### src/rtl/tt_mux_ctrl_if.sv
// Select-request channel between the chip-level control block and tt_mux_ctrl.
// Ports: sel_valid/sel_ready handshake, sel_addr slot index, sel_none deselect-all qualifier.
// The master issues requests; the slave (tt_mux_ctrl) drives sel_ready.
interface tt_mux_ctrl_if #(
  parameter int ADDR_W = 3
) ();
  logic              sel_valid;
  logic              sel_ready;
  logic [ADDR_W-1:0] sel_addr;
  logic              sel_none;

  modport master (
    output sel_valid,
    output sel_addr,
    output sel_none,
    input  sel_ready
  );

  modport slave (
    input  sel_valid,
    input  sel_addr,
    input  sel_none,
    output sel_ready
  );
endinterface

### src/rtl/tt_mux_ctrl.sv
// Slot-select controller: break-before-make switch of per-slot ena, then a held-low rst_n pulse.
// Latency: accept at E -> ena all-zero from E+1, ena[target] after SETTLE_CYCLES, RUN after RST_CYCLES more.
// Backpressure: sel_ready is registered and low for the whole DRAIN/HOLD sequence; out-of-range requests only set err.
// Ports: clk, rst (async active-high); sel (slave side of the request channel);
//        ena (one-hot/zero slot enables), proj_rst_n (active slot reset), cur_addr/cur_valid (running slot),
//        busy (switch in progress), err (last accepted request was out of range).
module tt_mux_ctrl #(
  parameter int N_PROJ        = 8,
  parameter int ADDR_W        = 3,
  parameter int SETTLE_CYCLES = 2,
  parameter int RST_CYCLES    = 4
) (
  input  logic              clk,
  input  logic              rst,
  tt_mux_ctrl_if.slave      sel,
  output logic [N_PROJ-1:0] ena,
  output logic              proj_rst_n,
  output logic [ADDR_W-1:0] cur_addr,
  output logic              cur_valid,
  output logic              busy,
  output logic              err
);

  localparam int CNT_MAX = (SETTLE_CYCLES > RST_CYCLES) ? SETTLE_CYCLES : RST_CYCLES;
  // The counter only ever holds (cycles - 1), so clog2(max) bits are enough.
  localparam int CNT_W   = (CNT_MAX > 1) ? $clog2(CNT_MAX) : 1;
  localparam logic [N_PROJ-1:0] ONE = N_PROJ'(1);

  typedef enum logic [1:0] {
    IDLE  = 2'd0,
    DRAIN = 2'd1,
    HOLD  = 2'd2,
    RUN   = 2'd3
  } state_t;

  state_t            state;
  logic [CNT_W-1:0]  cnt;
  logic [ADDR_W-1:0] target;
  logic              pend_none;
  logic              ready_q;

  logic              accept;
  logic              addr_oor;
  logic [N_PROJ-1:0] target_onehot;

  assign sel.sel_ready  = ready_q;
  assign accept         = sel.sel_valid && ready_q;
  // Zero-extend before comparing so a full 2**ADDR_W array never trips this.
  assign addr_oor       = 32'(sel.sel_addr) >= 32'(N_PROJ);
  assign target_onehot  = ONE << target;

  always_ff @(posedge clk or posedge rst) begin
    if (rst) begin
      state      <= IDLE;
      cnt        <= '0;
      target     <= '0;
      pend_none  <= 1'b0;
      ready_q    <= 1'b1;
      ena        <= '0;
      proj_rst_n <= 1'b0;
      cur_addr   <= '0;
      cur_valid  <= 1'b0;
      busy       <= 1'b0;
      err        <= 1'b0;
    end else begin
      case (state)
        IDLE, RUN: begin
          if (accept) begin
            if (sel.sel_none) begin
              err <= 1'b0;
              // Deselect while idle has nothing to drain.
              if (state == RUN) begin
                pend_none  <= 1'b1;
                state      <= DRAIN;
                cnt        <= CNT_W'(SETTLE_CYCLES - 1);
                ena        <= '0;
                proj_rst_n <= 1'b0;
                cur_valid  <= 1'b0;
                busy       <= 1'b1;
                ready_q    <= 1'b0;
              end
            end else if (addr_oor) begin
              // Rejected in place: the running slot is left untouched.
              err <= 1'b1;
            end else begin
              // Re-selecting the running slot still drains: acts as a soft reset.
              err        <= 1'b0;
              target     <= sel.sel_addr;
              pend_none  <= 1'b0;
              state      <= DRAIN;
              cnt        <= CNT_W'(SETTLE_CYCLES - 1);
              ena        <= '0;
              proj_rst_n <= 1'b0;
              cur_valid  <= 1'b0;
              busy       <= 1'b1;
              ready_q    <= 1'b0;
            end
          end
        end

        DRAIN: begin
          if (cnt == '0) begin
            if (pend_none) begin
              state   <= IDLE;
              busy    <= 1'b0;
              ready_q <= 1'b1;
            end else begin
              state <= HOLD;
              cnt   <= CNT_W'(RST_CYCLES - 1);
              ena   <= target_onehot;
            end
          end else begin
            cnt <= cnt - CNT_W'(1);
          end
        end

        HOLD: begin
          if (cnt == '0) begin
            state      <= RUN;
            proj_rst_n <= 1'b1;
            cur_valid  <= 1'b1;
            cur_addr   <= target;
            busy       <= 1'b0;
            ready_q    <= 1'b1;
          end else begin
            cnt <= cnt - CNT_W'(1);
          end
        end

        default: begin
          state      <= IDLE;
          ena        <= '0;
          proj_rst_n <= 1'b0;
          cur_valid  <= 1'b0;
          busy       <= 1'b0;
          ready_q    <= 1'b1;
        end
      endcase
    end
  end

endmodule

### src/flat_wrapper.sv
// flat-port wrapper written by rule: the top's interface ports become plain ports
module tt_mux_ctrl_flat 
#(
  parameter int N_PROJ        = 8,
  parameter int ADDR_W        = 3,
  parameter int SETTLE_CYCLES = 2,
  parameter int RST_CYCLES    = 4
)
  (clk, rst, ena, proj_rst_n, cur_addr, cur_valid, busy, err, sel_sel_valid, sel_sel_addr, sel_sel_none, sel_sel_ready);
  tt_mux_ctrl_if #(.ADDR_W(ADDR_W)) sel_i ();
  input  logic clk;
  input  logic rst;
  output logic [N_PROJ-1:0] ena;
  output logic proj_rst_n;
  output logic [ADDR_W-1:0] cur_addr;
  output logic cur_valid;
  output logic busy;
  output logic err;
  input wire logic [$bits(sel_i.sel_valid)-1:0] sel_sel_valid;
  input wire logic [$bits(sel_i.sel_addr)-1:0] sel_sel_addr;
  input wire logic [$bits(sel_i.sel_none)-1:0] sel_sel_none;
  output wire logic [$bits(sel_i.sel_ready)-1:0] sel_sel_ready;
  assign sel_i.sel_valid = sel_sel_valid;
  assign sel_i.sel_addr = sel_sel_addr;
  assign sel_i.sel_none = sel_sel_none;
  assign sel_sel_ready = sel_i.sel_ready;
  tt_mux_ctrl #(.N_PROJ(N_PROJ), .ADDR_W(ADDR_W), .SETTLE_CYCLES(SETTLE_CYCLES), .RST_CYCLES(RST_CYCLES)) u_core (.clk(clk), .rst(rst), .sel(sel_i), .ena(ena), .proj_rst_n(proj_rst_n), .cur_addr(cur_addr), .cur_valid(cur_valid), .busy(busy), .err(err));
endmodule
### config.mk
export PLATFORM = sky130hd
export DESIGN_NAME = tt_mux_ctrl_flat
export DESIGN_NICKNAME = d
export VERILOG_FILES = /design/src/rtl/tt_mux_ctrl_if.sv /design/src/rtl/tt_mux_ctrl.sv /design/src/flat_wrapper.sv
export SDC_FILE = /design/constraint.sdc
export NUM_CORES = 1
export LEC_CHECK = 0
export BUFFER_PORTS_ARGS = -buffer_cell sky130_fd_sc_hd__buf_4
export CORE_ASPECT_RATIO = 0.75
export CORE_UTILIZATION = 30
export CTS_CLUSTER_DIAMETER = 50
export DETAILED_ROUTE_END_ITERATION = 10
export SETUP_SLACK_MARGIN = 0.05
export SYNTH_ARGS = -nofsm -noshare
export SYNTH_HDL_FRONTEND = slang
export SYNTH_SLANG_ARGS = --single-unit
### constraint.sdc
create_clock -name clk -period 2.1 [get_ports clk]
set_input_delay 0.315 -clock clk [delete_from_list [all_inputs] [get_ports clk]]
set_output_delay 0.315 -clock clk [all_outputs]
set_load 0.01 [all_outputs]
==> reports/results.txt <==
Share of post-route cells with drive strength above 1 - 0.333
Hold crit path type - in2async
Clk root buf - clkbuf_8
Clk pin slew, worst setup/hold paths - 80 ps
CTS tree - done
Crit Path Category - reg2reg
Initial core utilization - 0.314
RSZ-0062 raised after global routing - false
Met3 GRT Util - 0.0471
Placer's final routability congestion estimate - 0.782
Final setup fails - 0
Initial antenna violation count - 0
Port bufs - 21
Cts repair resizes - 0
IO Pins - 23
Post-CTS Setup Bufs - 0
Die X - 73.8 um
PD cells - 526 mW/mm^2
Area share of the largest cell type after synthesis - 0.454
NumNets Final - 138
Syn Nets - 115
Grt peak-use layer - met1
Total power - 742 uW
Post-DP HPWL - 1780 um
Met1 layer usage reported by global route - 0.173
DRT iter0 DRCs - 35
Cell variety after synth - 30
Final period util - 0.909
Yosys warns - 0
Commonest cells after routing, fill and taps aside - buf_4, dfrtp_1, mux2_2
VDD IR max - 0.293 mV
Die H - 55.8 um
Max-Cap Viols - 0
Sequential share of the synthesized area - 0.476
Post-Place Cell Area - 0.00136 mm^2
Vias per inst - 4.76
Final Cell Area - 0.00141 mm^2
Failing checks - design-rule violations
Core Region - 0.00368 mm^2
Routed via count - 833
Drt pass-1 iters - 7
Final Hold Viols - 0
Crit end category - register
Clock buffer depth - 2
Relative max-transition margin - 0.455
#FFs+latches synth - 22
Top cell type by total area after synthesis - dfrtp_1
Mean Syn Cell Area - 11.5 um^2
Cell total after placement - 171
DRC Markers - 2
DR WL/cell - 13.1 um
Area Overhead vs Synth - 21.7%
Worst-Margin Slew - 816 ps
Synth Instances - 101
FMAX - 524 MHz
GR Util All Layers - 0.121
Clk sinks - 22
Row count - 19
CP Launch Type - register
Status - complete, but fails checks
CP required - 2250 ps
Die area - 0.00412 mm^2
Global Route met2 Usage - 0.173
Largest net degree at the start of global routing - 23
Global-route wire length before repair - 3750 um
Top area cells in the synthesized netlist - dfrtp_1, mux2_2, ha_1, o41ai_1, o21ai_0
Total negative slack - 0 ps
Worst Path Arrival - 2060 ps
Cts hold-fix bufs - 0
Htree depth - 1
CTS buffer count - 3
Worst clock skew - 6.90 ps
Final Non-Filler Cells - 175
Final WL - 2290 um
Final Slew Violations - 0
Final critical-path required period - 1910 ps
Worst Path Max Fanout - 9
Post-detailed-route count of antenna-violating nets - 0
Mapped Area - 0.00116 mm^2
Overflow after GRT - 0
Clk Latency, worst-skew pair - 260 ps
Vias in the first global route - 820
Leak pwr - 0.656 nW
Ant diodes - 0
final timing paths:
check,start,to,slack [ps],cells after the start
max,u_core.state[0],u_core.ena[4],190,6
min,rst,u_core.ena[6],210,2
max reg2reg,u_core.state[0],u_core.ena[4],190,6
min reg2reg,u_core.ena[4],u_core.ena[4],510,1
max in group asynchronous,rst,u_core.target[2],1380,2
min in group clk,sel_sel_addr[0],u_core.target[0],290,2
area by class of cell:
cell class / count / area, um^2
inverters: 6 / 22.5
clock buffers: 4 / 55.1
fillers: 361 / 2270
flip-flops and latches: 22 / 552
repair buffers: 21 / 158
well taps: 52 / 65.1
multi-input cells: 70 / 558
state kept, by name, summed over array words and instances (netlist names):
| register | count |
|---|---|
| u_core.pend_none | 1 |
| u_core.proj_rst_n | 1 |
| u_core.busy | 1 |
| u_core.cur_addr | 3 |
| u_core.ena | 8 |
| u_core.target | 3 |
| u_core.cnt | 2 |
| u_core.sel.sel_ready | 1 |
| u_core.state | 2 |
cell usage after synthesis (all sizes together):
| library cell | number |
|---|---|
| mux2i | 2 |
| dfstp | 1 |
| dfrtp | 21 |
| or2 | 1 |
| nand3 | 1 |
| ha | 7 |
| o211ai | 1 |
| inv | 6 |
| nor2 | 5 |
| nor2b | 4 |
| o31a | 1 |
| o21ai | 8 |
| nor3 | 2 |
| o41ai | 5 |
| o21bai | 2 |
| a21oi | 3 |
| nand2 | 8 |
| conb | 1 |
| buf | 3 |
| and4b | 1 |
| a22o | 1 |
| nor3b | 1 |
| nand2b | 3 |
| mux2 | 10 |
| o21a | 3 |
worst max-delay path, cell delays in order, from the launching register on:
cell	delay (ps)
dfrtp_1	410
inv_1	100
ha_1	440
nor2b_1	260
a21oi_4	90
nor2_4	150
mux2_2	340
stage by stage:
step           hold WS, ps  setup WS (ps)  utilization
2_1_floorplan          303            398            -
3_3_place_gp           497            304        0.368
3_5_place_dp           498            220        0.368
4_1_cts                243            210        0.383
5_1_grt                281            101        0.383
6_report               212            190        0.383
cells by family (layout without fill, tap and decap cells):
kind of cell               after synthesis  after routing  share of synthesized area
AOI/OAI and AO/OA                       24             24                      0.156
adders and majority gates                7              7                     0.0756
buffers and inverters                    9             31                     0.0421
DFF                                     22             22                      0.476
muxes                                   12             12                      0.114
other                                    1              1                    0.00324
and+or+nand+nor                         26             26                      0.133
layer usage:
layer,part of all wire,wire [um]
met5,0,0
met3,0.065,149
met1,0.49,1120
met2,0.43,995
met4,0.010,23
report_power, final:
group	internal, mW	switching, mW
combinational	0.00778	0.0107
sequential	0.423	0
clock	0.167	0.133
total	0.598	0.144
No activity file was read; power rests on OpenSTA's default activity.
